[src/rtl/sram_axi_arbiter.sv]
// Two-master AXI4 arbiter in front of a single SRAM controller port. It owns one
// whole transaction at a time (address, data beats, response) with round-robin grant.
module sram_axi_arbiter #(
  parameter int DATA_WIDTH = 32,
  parameter int ADDR_WIDTH = 19,
  parameter int ID_WIDTH   = 10,
  parameter int STRB_WIDTH = DATA_WIDTH / 8
) (
  input  logic                  aclk,
  input  logic                  resetn,

  // master 0
  input  logic [ID_WIDTH-1:0]   s0_axi_awid,
  input  logic [ADDR_WIDTH-1:0] s0_axi_awaddr,
  input  logic [7:0]            s0_axi_awlen,
  input  logic [2:0]            s0_axi_awsize,
  input  logic [1:0]            s0_axi_awburst,
  input  logic                  s0_axi_awlock,
  input  logic [3:0]            s0_axi_awcache,
  input  logic [2:0]            s0_axi_awprot,
  input  logic                  s0_axi_awvalid,
  output logic                  s0_axi_awready,
  input  logic [DATA_WIDTH-1:0] s0_axi_wdata,
  input  logic [STRB_WIDTH-1:0] s0_axi_wstrb,
  input  logic                  s0_axi_wlast,
  input  logic                  s0_axi_wvalid,
  output logic                  s0_axi_wready,
  output logic [ID_WIDTH-1:0]   s0_axi_bid,
  output logic [1:0]            s0_axi_bresp,
  output logic                  s0_axi_bvalid,
  input  logic                  s0_axi_bready,
  input  logic [ID_WIDTH-1:0]   s0_axi_arid,
  input  logic [ADDR_WIDTH-1:0] s0_axi_araddr,
  input  logic [7:0]            s0_axi_arlen,
  input  logic [2:0]            s0_axi_arsize,
  input  logic [1:0]            s0_axi_arburst,
  input  logic                  s0_axi_arlock,
  input  logic [3:0]            s0_axi_arcache,
  input  logic [2:0]            s0_axi_arprot,
  input  logic                  s0_axi_arvalid,
  output logic                  s0_axi_arready,
  output logic [ID_WIDTH-1:0]   s0_axi_rid,
  output logic [DATA_WIDTH-1:0] s0_axi_rdata,
  output logic [1:0]            s0_axi_rresp,
  output logic                  s0_axi_rlast,
  output logic                  s0_axi_rvalid,
  input  logic                  s0_axi_rready,

  // master 1
  input  logic [ID_WIDTH-1:0]   s1_axi_awid,
  input  logic [ADDR_WIDTH-1:0] s1_axi_awaddr,
  input  logic [7:0]            s1_axi_awlen,
  input  logic [2:0]            s1_axi_awsize,
  input  logic [1:0]            s1_axi_awburst,
  input  logic                  s1_axi_awlock,
  input  logic [3:0]            s1_axi_awcache,
  input  logic [2:0]            s1_axi_awprot,
  input  logic                  s1_axi_awvalid,
  output logic                  s1_axi_awready,
  input  logic [DATA_WIDTH-1:0] s1_axi_wdata,
  input  logic [STRB_WIDTH-1:0] s1_axi_wstrb,
  input  logic                  s1_axi_wlast,
  input  logic                  s1_axi_wvalid,
  output logic                  s1_axi_wready,
  output logic [ID_WIDTH-1:0]   s1_axi_bid,
  output logic [1:0]            s1_axi_bresp,
  output logic                  s1_axi_bvalid,
  input  logic                  s1_axi_bready,
  input  logic [ID_WIDTH-1:0]   s1_axi_arid,
  input  logic [ADDR_WIDTH-1:0] s1_axi_araddr,
  input  logic [7:0]            s1_axi_arlen,
  input  logic [2:0]            s1_axi_arsize,
  input  logic [1:0]            s1_axi_arburst,
  input  logic                  s1_axi_arlock,
  input  logic [3:0]            s1_axi_arcache,
  input  logic [2:0]            s1_axi_arprot,
  input  logic                  s1_axi_arvalid,
  output logic                  s1_axi_arready,
  output logic [ID_WIDTH-1:0]   s1_axi_rid,
  output logic [DATA_WIDTH-1:0] s1_axi_rdata,
  output logic [1:0]            s1_axi_rresp,
  output logic                  s1_axi_rlast,
  output logic                  s1_axi_rvalid,
  input  logic                  s1_axi_rready,

  // SRAM controller slave port
  output logic [ID_WIDTH-1:0]   m_axi_awid,
  output logic [ADDR_WIDTH-1:0] m_axi_awaddr,
  output logic [7:0]            m_axi_awlen,
  output logic [2:0]            m_axi_awsize,
  output logic [1:0]            m_axi_awburst,
  output logic                  m_axi_awlock,
  output logic [3:0]            m_axi_awcache,
  output logic [2:0]            m_axi_awprot,
  output logic                  m_axi_awvalid,
  input  logic                  m_axi_awready,
  output logic [DATA_WIDTH-1:0] m_axi_wdata,
  output logic [STRB_WIDTH-1:0] m_axi_wstrb,
  output logic                  m_axi_wlast,
  output logic                  m_axi_wvalid,
  input  logic                  m_axi_wready,
  input  logic [ID_WIDTH-1:0]   m_axi_bid,
  input  logic [1:0]            m_axi_bresp,
  input  logic                  m_axi_bvalid,
  output logic                  m_axi_bready,
  output logic [ID_WIDTH-1:0]   m_axi_arid,
  output logic [ADDR_WIDTH-1:0] m_axi_araddr,
  output logic [7:0]            m_axi_arlen,
  output logic [2:0]            m_axi_arsize,
  output logic [1:0]            m_axi_arburst,
  output logic                  m_axi_arlock,
  output logic [3:0]            m_axi_arcache,
  output logic [2:0]            m_axi_arprot,
  output logic                  m_axi_arvalid,
  input  logic                  m_axi_arready,
  input  logic [ID_WIDTH-1:0]   m_axi_rid,
  input  logic [DATA_WIDTH-1:0] m_axi_rdata,
  input  logic [1:0]            m_axi_rresp,
  input  logic                  m_axi_rlast,
  input  logic                  m_axi_rvalid,
  output logic                  m_axi_rready
);

  typedef enum logic [1:0] {
    ST_IDLE  = 2'd0,
    ST_WRITE = 2'd1,
    ST_WRESP = 2'd2,
    ST_READ  = 2'd3
  } state_e;

  state_e state_q, state_d;
  logic   grant_q, grant_d;
  logic   last_grant_q, last_grant_d;
  logic   addr_done_q, addr_done_d;
  logic   drop_en_q, drop_en_d;

  logic in_write, in_wresp, in_read;
  logic aw_open, ar_open;
  logic sel_awvalid, sel_wvalid, sel_bready, sel_arvalid, sel_rready;
  logic req0, req1;
  logic aw_hs, ar_hs, w_last_hs, b_hs, r_last_hs;

  assign in_write = (state_q == ST_WRITE);
  assign in_wresp = (state_q == ST_WRESP);
  assign in_read  = (state_q == ST_READ);

  // AW stays open through WRESP so a write whose data finished first still gets its address out.
  assign aw_open = (in_write | in_wresp) & ~addr_done_q;
  assign ar_open = in_read & ~addr_done_q;

  assign sel_awvalid = grant_q ? s1_axi_awvalid : s0_axi_awvalid;
  assign sel_wvalid  = grant_q ? s1_axi_wvalid  : s0_axi_wvalid;
  assign sel_bready  = grant_q ? s1_axi_bready  : s0_axi_bready;
  assign sel_arvalid = grant_q ? s1_axi_arvalid : s0_axi_arvalid;
  assign sel_rready  = grant_q ? s1_axi_rready  : s0_axi_rready;

  // Write address / data toward the controller
  assign m_axi_awid    = grant_q ? s1_axi_awid    : s0_axi_awid;
  assign m_axi_awaddr  = grant_q ? s1_axi_awaddr  : s0_axi_awaddr;
  assign m_axi_awlen   = grant_q ? s1_axi_awlen   : s0_axi_awlen;
  assign m_axi_awsize  = grant_q ? s1_axi_awsize  : s0_axi_awsize;
  assign m_axi_awburst = grant_q ? s1_axi_awburst : s0_axi_awburst;
  assign m_axi_awlock  = grant_q ? s1_axi_awlock  : s0_axi_awlock;
  assign m_axi_awcache = grant_q ? s1_axi_awcache : s0_axi_awcache;
  assign m_axi_awprot  = grant_q ? s1_axi_awprot  : s0_axi_awprot;
  assign m_axi_awvalid = aw_open & sel_awvalid;
  assign s0_axi_awready = aw_open & ~grant_q & m_axi_awready;
  assign s1_axi_awready = aw_open &  grant_q & m_axi_awready;

  assign m_axi_wdata  = grant_q ? s1_axi_wdata : s0_axi_wdata;
  assign m_axi_wstrb  = grant_q ? s1_axi_wstrb : s0_axi_wstrb;
  assign m_axi_wlast  = grant_q ? s1_axi_wlast : s0_axi_wlast;
  assign m_axi_wvalid = in_write & sel_wvalid;
  assign s0_axi_wready = in_write & ~grant_q & m_axi_wready;
  assign s1_axi_wready = in_write &  grant_q & m_axi_wready;

  // Outside WRESP any B beat is a stray and is swallowed once out of reset.
  assign m_axi_bready  = in_wresp ? sel_bready : drop_en_q;
  assign s0_axi_bvalid = in_wresp & ~grant_q & m_axi_bvalid;
  assign s1_axi_bvalid = in_wresp &  grant_q & m_axi_bvalid;
  assign s0_axi_bid    = m_axi_bid;
  assign s1_axi_bid    = m_axi_bid;
  assign s0_axi_bresp  = m_axi_bresp;
  assign s1_axi_bresp  = m_axi_bresp;

  // Read address toward the controller
  assign m_axi_arid    = grant_q ? s1_axi_arid    : s0_axi_arid;
  assign m_axi_araddr  = grant_q ? s1_axi_araddr  : s0_axi_araddr;
  assign m_axi_arlen   = grant_q ? s1_axi_arlen   : s0_axi_arlen;
  assign m_axi_arsize  = grant_q ? s1_axi_arsize  : s0_axi_arsize;
  assign m_axi_arburst = grant_q ? s1_axi_arburst : s0_axi_arburst;
  assign m_axi_arlock  = grant_q ? s1_axi_arlock  : s0_axi_arlock;
  assign m_axi_arcache = grant_q ? s1_axi_arcache : s0_axi_arcache;
  assign m_axi_arprot  = grant_q ? s1_axi_arprot  : s0_axi_arprot;
  assign m_axi_arvalid = ar_open & sel_arvalid;
  assign s0_axi_arready = ar_open & ~grant_q & m_axi_arready;
  assign s1_axi_arready = ar_open &  grant_q & m_axi_arready;

  // Outside READ any R beat is a stray and is swallowed once out of reset.
  assign m_axi_rready  = in_read ? sel_rready : drop_en_q;
  assign s0_axi_rvalid = in_read & ~grant_q & m_axi_rvalid;
  assign s1_axi_rvalid = in_read &  grant_q & m_axi_rvalid;
  assign s0_axi_rid    = m_axi_rid;
  assign s1_axi_rid    = m_axi_rid;
  assign s0_axi_rdata  = m_axi_rdata;
  assign s1_axi_rdata  = m_axi_rdata;
  assign s0_axi_rresp  = m_axi_rresp;
  assign s1_axi_rresp  = m_axi_rresp;
  assign s0_axi_rlast  = m_axi_rlast;
  assign s1_axi_rlast  = m_axi_rlast;

  assign req0 = s0_axi_awvalid | s0_axi_arvalid;
  assign req1 = s1_axi_awvalid | s1_axi_arvalid;

  assign aw_hs     = m_axi_awvalid & m_axi_awready;
  assign ar_hs     = m_axi_arvalid & m_axi_arready;
  assign w_last_hs = m_axi_wvalid & m_axi_wready & m_axi_wlast;
  assign b_hs      = in_wresp & m_axi_bvalid & sel_bready;
  assign r_last_hs = in_read & m_axi_rvalid & sel_rready & m_axi_rlast;

  // NOTE: every signal written here gets a default first, so no path leaves it unassigned and no latch is inferred.
  always_comb begin
    state_d      = state_q;
    grant_d      = grant_q;
    last_grant_d = last_grant_q;
    addr_done_d  = addr_done_q;
    drop_en_d    = 1'b1;

    case (state_q)
      ST_IDLE: begin
        addr_done_d = 1'b0;
        if (req0 | req1) begin
          grant_d      = (req0 & req1) ? ~last_grant_q : req1;
          last_grant_d = grant_d;
          // Within a master, a pending write beats a pending read.
          if (grant_d ? s1_axi_awvalid : s0_axi_awvalid) begin
            state_d = ST_WRITE;
          end else begin
            state_d = ST_READ;
          end
        end
      end
      ST_WRITE: begin
        if (aw_hs)     addr_done_d = 1'b1;
        if (w_last_hs) state_d     = ST_WRESP;
      end
      ST_WRESP: begin
        if (aw_hs) addr_done_d = 1'b1;
        if (b_hs)  state_d     = ST_IDLE;
      end
      ST_READ: begin
        if (ar_hs)     addr_done_d = 1'b1;
        if (r_last_hs) state_d     = ST_IDLE;
      end
      default: state_d = ST_IDLE;
    endcase
  end

  // NOTE: non-blocking assignments so every flop samples pre-edge values regardless of statement order.
  always_ff @(posedge aclk) begin
    if (!resetn) begin
      state_q      <= ST_IDLE;
      grant_q      <= 1'b0;
      last_grant_q <= 1'b1;
      addr_done_q  <= 1'b0;
      drop_en_q    <= 1'b0;
    end else begin
      state_q      <= state_d;
      grant_q      <= grant_d;
      last_grant_q <= last_grant_d;
      addr_done_q  <= addr_done_d;
      drop_en_q    <= drop_en_d;
    end
  end

endmodule

[config.mk]
export PLATFORM = sky130hd
export DESIGN_NAME = sram_axi_arbiter
export DESIGN_NICKNAME = d
export VERILOG_FILES = /design/src/rtl/sram_axi_arbiter.sv
export SDC_FILE = /design/constraint.sdc
export NUM_CORES = 1
export LEC_CHECK = 0
export BUFFER_PORTS_ARGS = -buffer_cell sky130_fd_sc_hd__buf_2
export CELL_PAD_IN_SITES_DETAIL_PLACEMENT = 1
export CELL_PAD_IN_SITES_GLOBAL_PLACEMENT = 1
export CORE_AREA = 2 2 240 242
export CTS_CLUSTER_DIAMETER = 30
export DETAILED_ROUTE_END_ITERATION = 16
export DIE_AREA = 0 0 242 244
export PLACE_DENSITY_LB_ADDON = 0.1
export SLEW_MARGIN = 20
export SYNTH_ARGS = -nofsm -noshare
export SYNTH_HDL_FRONTEND = slang
export SYNTH_SLANG_ARGS = --single-unit
export TNS_END_PERCENT = 1
[constraint.sdc]
create_clock -name aclk -period 3.3 [get_ports aclk]
set_clock_uncertainty 0.05 [all_clocks]
set_input_delay 0.33 -clock aclk [delete_from_list [all_inputs] [get_ports aclk]]
set_output_delay 0.33 -clock aclk [all_outputs]
set_load 0.005 [all_outputs]
==> results of run 1 <==
-- state kept, by name (all words and copies together), names as in the netlist --
signal        count
addr_done_q       1
state_q           2
last_grant_q      1
drop_en_q         1
grant_q           1
-- logic make-up (layout without fill, tap and decap cells) --
logic type	after synthesis	count (layout)	synth area share
mux	144	144	0.523
compound gates	17	17	0.0429
flops	6	6	0.0388
buf+inv	138	458	0.314
simple gates	29	29	0.0579
fa+ha+maj	6	6	0.0243
-- power by group through the flow --
stage                     Clock (mW)  Sequential, mW  Combinational (mW)
final                          0.206           0.197                1.52
after global placement             0           0.210                1.61
after CTS                      0.210           0.205                1.57
after floorplan                    0           0.112                1.01
after global routing           0.218           0.214                1.68
after detailed placement           0           0.205                1.56
-- per-layer routing --
metal | track usage | part of all wire | vias up
met5 | 0 | 0 | -
met3 | 0.0289 | 0.12 | 11
li1 | - | - | 1715
met4 | 0.00381 | 0.0051 | 0
met2 | 0.121 | 0.53 | 364
met1 | 0.0591 | 0.34 | 1692
-- cells in the final DEF, fill, tap and decap left out, drive strengths merged --
cell | Yosys | layout
a21boi | 1 | 1
and2 | 1 | 1
nor3b | 2 | 2
buf | 129 | 448
inv | 6 | 6
o221ai | 1 | 1
nand4b | 1 | 1
nor4 | 1 | 1
mux2 | 137 | 137
nand2 | 9 | 9
clkbuf | 3 | 4
a2111oi | 1 | 1
nor2b | 1 | 1
nor2 | 5 | 5
ha | 6 | 6
nor4b | 2 | 2
o21a | 2 | 2
dfxtp | 6 | 6
and3 | 3 | 3
o31ai | 2 | 2
o211ai | 2 | 2
and4b | 2 | 2
a311oi | 1 | 1
o21ai | 3 | 3
mux2i | 7 | 7
a21oi | 4 | 4
nand2b | 2 | 2
-- synth_stat cells (all sizes together) --
master / number / area share
clkbuf: 3 / 0.0036
mux2: 137 / 0.50
and3: 3 / 0.0061
o21a: 2 / 0.0049
o21ai: 3 / 0.0049
buf: 129 / 0.30
nor2b: 1 / 0.0020
ha: 6 / 0.024
dfxtp: 6 / 0.039
a21boi: 1 / 0.0024
a311oi: 1 / 0.0028
nor4b: 2 / 0.0057
o31ai: 2 / 0.0049
o221ai: 1 / 0.0028
mux2i: 7 / 0.023
o211ai: 2 / 0.0049
and2: 1 / 0.0020
and4b: 2 / 0.0065
inv: 6 / 0.0073
a2111oi: 1 / 0.0089
nor4: 1 / 0.0020
nor2: 5 / 0.0061
nand2: 9 / 0.011
nand4b: 1 / 0.0077
nor3b: 2 / 0.0049
nand2b: 2 / 0.0040
a21oi: 4 / 0.0065
-- final timing paths --
path / from / endpoint / slack (ns) / depth (start not counted)
worst max-delay path: grant_q$_SDFFE_PN0P_ / m_axi_awcache[1] / 0.90 / 3
worst min-delay path: resetn / drop_en_q$_DFF_P_ / 0.27 / 1
worst max register to register: grant_q$_SDFFE_PN0P_ / state_q[0]$_SDFFE_PN0P_ / 1.25 / 4
worst min register to register: state_q[1]$_SDFFE_PN0P_ / state_q[1]$_SDFFE_PN0P_ / 0.46 / 2
-- metrics by stage --
stage | power, mW | utilization
finish | 1.93 | 0.0970
global route | 2.11 | 0.0970
detailed placement | 1.77 | 0.0956
CTS | 1.99 | 0.0970
global placement | 1.82 | 0.0956
floorplan | 1.12 | -
-- worst max-delay path, delay by kind of cell (launching register included) --
kind	cells	cell delay (ns)
buffers and inverters	2	0.48
multiplexers	1	0.40
flip-flops	1	0.78
-- cell type report --
cell class | count | area share
Clock buffer | 4 | 0.0145
Inverter | 6 | 0.00413
Multi-Input combinational cell | 196 | 0.368
Sequential cell | 6 | 0.0227
Tap cell | 756 | 0.174
Timing Repair Buffer | 448 | 0.417
==> impl_metrics.tcl, run 1 <==
set metrics [dict create \
    p_leak_nw 2.61 \
    crit_required_ns 2.92 \
    post-place-ws_ns 1.10 \
    cts_root_buffer "clkbuf_16" \
    hold_ws_ns 0.274 \
    setup-tns-final_ns 0 \
    p_seq_frac 0.103 \
    insertion_delay_ns 0.23 \
    setup_viol 0 \
    wl_um 19500 \
    critical_path.slowest_cell "dfxtp_4" \
    clk_pin_slew_ns 0.04 \
    fin_ws_ns 0.897 \
    hold_path_class "input port to flip-flop" \
    fmax_mhz 416 \
    rows 87 \
    yosysSeqAreaShare 0.0388 \
    ys_types 31 \
    p_sw_frac 0.413 \
    cp-end-kind "primary output" \
    finalHoldViolCount 0 \
    placed_area_um2 5370 \
    via_count 3782 \
    post-cts-setup-buffers 0 \
    grt_pass1_vias 4183 \
    area_growth_pct 76.2 \
    htreeDepth 1 \
    worst_pin_slew_ns 0.690 \
    core_um2 56200 \
    initial_core_util 0.0551 \
    die-area_um2 59000 \
    period_needed_ns 2.40 \
    grt_pass1_wl_um 27800 \
    die_w_um 242 \
    status "finished, final reports clean" \
    fillCellCount 6832 \
    cellInternalPower_mw 1.13 \
    drtPass1Iterations 4 \
    ctsResizeCount 0 \
    critPathKind "flip-flop to primary output" \
    cts_tree "yes" \
    n_antenna_cell 0 \
    ios 614 \
    via_per_inst 2.67 \
    power.switching_mw 0.796 \
    cts_buffers 3 \
    startpoint_type "flip-flop" \
    vdd_drop_max_mv 0.150 \
    synth_seq_cells 6 \
    drive_gt1_frac 0.895 \
    yosysWarnings 0 \
    gp_congestion 0.810 \
    slew_viol_final 0 \
    cap_violations 0 \
    pwr-share-clk 0.107 \
    path_max_fanout 59 \
    clock_path_buffers 2 \
    antenna_found_initial 2 \
    syn_area_um2 3090 \
    grt_max_degree 60 \
    max_slew_margin 0.540 \
    ctsHoldBuffers 0 \
    fin_crit_sh 0.728 \
    multi_input_area_um2 2000 \
    ant_nets 0 \
    fin_cells 1416 \
    power_frac_comb 0.791 \
    final_net_count 1015 \
    wl_per_cell_um 13.8 \
    post-route-cell-area_um2 5450 \
    power_density_nw_per_um2 353 \
    crit_arrival_ns 2.02 \
    rsz0062_at_grt "false" \
    cts_sinks 6 \
    overflow 0 \
    synth_nets 694 \
    dp_hpwl_um 17700 \
    max_stage_delay_ns 0.78 \
    dp_cells 1412 \
    path_cells "buf_12 > mux2_2 > buf_2" \
    fp.dieH_um 244 \
    syn_inst 340 \
    final-seq-area_um2 124 \
    drt-initial-drc-count 85 \
    grt_usage 0.0609 \
    io_buffers 445 \
    avgSynthCellArea_um2 9.10 \
    drcViolationCount 0 \
]
Note: power is estimated with default switching activity, not from simulation.
==> run 2, diff against run 1 <==
ABC_AREA = 1   (was default)
CORE_AREA = 2 2 241 243   (was 2 2 240 242)
DIE_AREA = 0 0 243 245   (was 0 0 242 244)
clock period = 2 ns   (was 3.3 ns; I/O delays follow)
==> impl_metrics.tcl, run 2 <==
set metrics [dict create \
    status "finished, final reports clean" \
    fin_cells 1747 \
    final_common_cell "buf_2" \
    initial_core_util 0.0552 \
    synth.most_common_cell "nand2_1" \
    synth_seq_cells 6 \
    syn_area_um2 3150 \
    layout_common_cells "buf_2, nand2_1, inv_1, nor2_1, nand3_1" \
    die_w_um 243 \
    ys_top_cells_by_area "nand2_1, buf_4, dfxtp_1" \
    crit_arrival_ns 1.55 \
    fin_util 0.0978 \
    vdd_drop_max_mv 0.207 \
    dp_cells 1741 \
    gp_congestion 0.785 \
    max_slew_margin 0.703 \
    netlist.area_leader.share 0.529 \
    via_count 4914 \
    htreeDepth 1 \
    grt_pass1_vias 5272 \
    path_max_fanout 8 \
    clk_pin_slew_ns 0.03 \
    wl_per_cell_um 13.7 \
    yosysTopAreaCell "nand2_1" \
    p_leak_nw 3.42 \
    grt_usage 0.0748 \
    area_growth_pct 77.2 \
    setup-tns-final_ns 0 \
    insertion_delay_ns 0.23 \
    final_net_count 1335 \
    largest_reg_flops 2 \
    startpoint_type "flip-flop" \
    overflow 0 \
    dp_hpwl_um 20800 \
    cp-end-kind "primary output" \
    slew_viol_final 0 \
    max_stage_delay_ns 0.46 \
    drcViolationCount 0 \
    power_density_nw_per_um2 630 \
    ys_types 22 \
    cts_buffers 3 \
    synth_nets 1021 \
    cts_root_buffer "clkbuf_16" \
    grt_max_degree 63 \
    drtPass1Iterations 4 \
    ant_nets 0 \
    worst_pin_slew_ns 0.446 \
    die-area_um2 59500 \
    io_buffers 445 \
    yosysWarnings 0 \
    fillCellCount 7239 \
    finalHoldViolCount 0 \
    post-cts-setup-buffers 0 \
    drive_gt1_frac 0.471 \
    avgSynthCellArea_um2 4.72 \
    async_reset_ff_frac 0 \
    via_per_inst 2.81 \
    largest-register "state_q" \
    wl_um 23900 \
    core_um2 57000 \
    critPathKind "flip-flop to primary output" \
    rows 88 \
    drt-initial-drc-count 115 \
    fin_crit_sh 0.902 \
    yosysSeqAreaShare 0.0381 \
    synth_edf_count 0 \
    worst-path-buf-inv 1 \
    cap_violations 0 \
    period_needed_ns 1.80 \
    rrSetupSlack_ns 0.35 \
    hold_path_class "input port to flip-flop" \
    ios 614 \
    rsz0062_at_grt "false" \
    synthFlopType "dfxtp_1" \
    cts_sinks 6 \
    syn_inst 667 \
    path_cells "ha_1 > nand3_1 > o22ai_1 > buf_2" \
    crit_family "adder cells" \
    clock_path_buffers 2 \
    setup_viol 0 \
    antenna_found_initial 3 \
    crit_required_ns 1.75 \
    critical_path.slowest_cell "ha_1" \
    grt_pass1_wl_um 33800 \
    cts_tree "yes" \
    fmax_mhz 555 \
    fp.dieH_um 245 \
    power.total_mw 3.51 \
    synth_common_cells "nand2_1, buf_4, inv_1" \
]
## run 2: cell types whose count changed after synthesis, moves of 9 or more
cell	delta
nor2_1	+14
nand3_1	+9
clkbuf_1	+13
inv_1	+15
mux2_2	-136
nand2_1	+435
## run 2: layer usage
| layer | GRT usage | up-vias | wire length (um) |
|---|---|---|---|
| met5 | 0 | - | 7 |
| met4 | 0.0193 | 2 | 507 |
| met3 | 0.0227 | 54 | 1920 |
| met2 | 0.146 | 247 | 12900 |
| met1 | 0.0770 | 2117 | 8540 |
| li1 | - | 2494 | - |
## run 2: kinds of logic after synthesis
family | after synthesis | share of synthesized area
buf+inv | 169 | 0.346
simple gates | 477 | 0.575
fa+ha+maj | 6 | 0.0238
compound gates | 9 | 0.0167
flops | 6 | 0.0381
## run 2: per-stage QoR
| step | setup slack [ns] | instance area, um^2 | hold WS [ns] |
|---|---|---|---|
| final | 0.197 | 5580 | 0.139 |
| after global routing | 0.0483 | 5580 | 0.146 |
| after CTS | 0.131 | 5570 | 0.145 |
| after detailed placement | 0.300 | 5490 | 0.350 |
| after global placement | 0.329 | 5490 | 0.350 |
| after floorplan | 0.603 | 3150 | 0.178 |
## run 2: path summary, 6_finish.rpt
check / endpoint / cells past startpoint / startpoint
worst min register to register: last_grant_q$_SDFFE_PN1P_ / 2 / last_grant_q$_SDFFE_PN1P_
worst max register to register: state_q[0]$_SDFFE_PN0P_ / 8 / state_q[0]$_SDFFE_PN0P_
worst max-delay path: m_axi_arvalid / 4 / state_q[0]$_SDFFE_PN0P_
worst min-delay path: drop_en_q$_DFF_P_ / 1 / resetn
## run 2: power by group
| part | switching [mW] | internal (mW) | total, mW |
|---|---|---|---|
| Combinational | 1.74 | 1.22 | 2.96 |
| Sequential | 0.0493 | 0.163 | 0.212 |
| Clock | 0.0797 | 0.266 | 0.345 |
## run 2: final cells by class
cell class                      count  area (um^2)  share of cell area
Antenna cell                        2         5.00            0.000897
Clock buffer                        4         78.8              0.0141
Inverter                           22         85.1              0.0152
Multi-Input combinational cell    492         1950               0.349
Sequential cell                     6          124              0.0222
Tap cell                          765          957               0.172
Timing Repair Buffer              456         2380               0.427
## run 2: timing repair
action / CTS / global route
gates resized for setup: 0 / 1
endpoints found under the setup margin: 0 / 1
hold buffers: 0 / 0
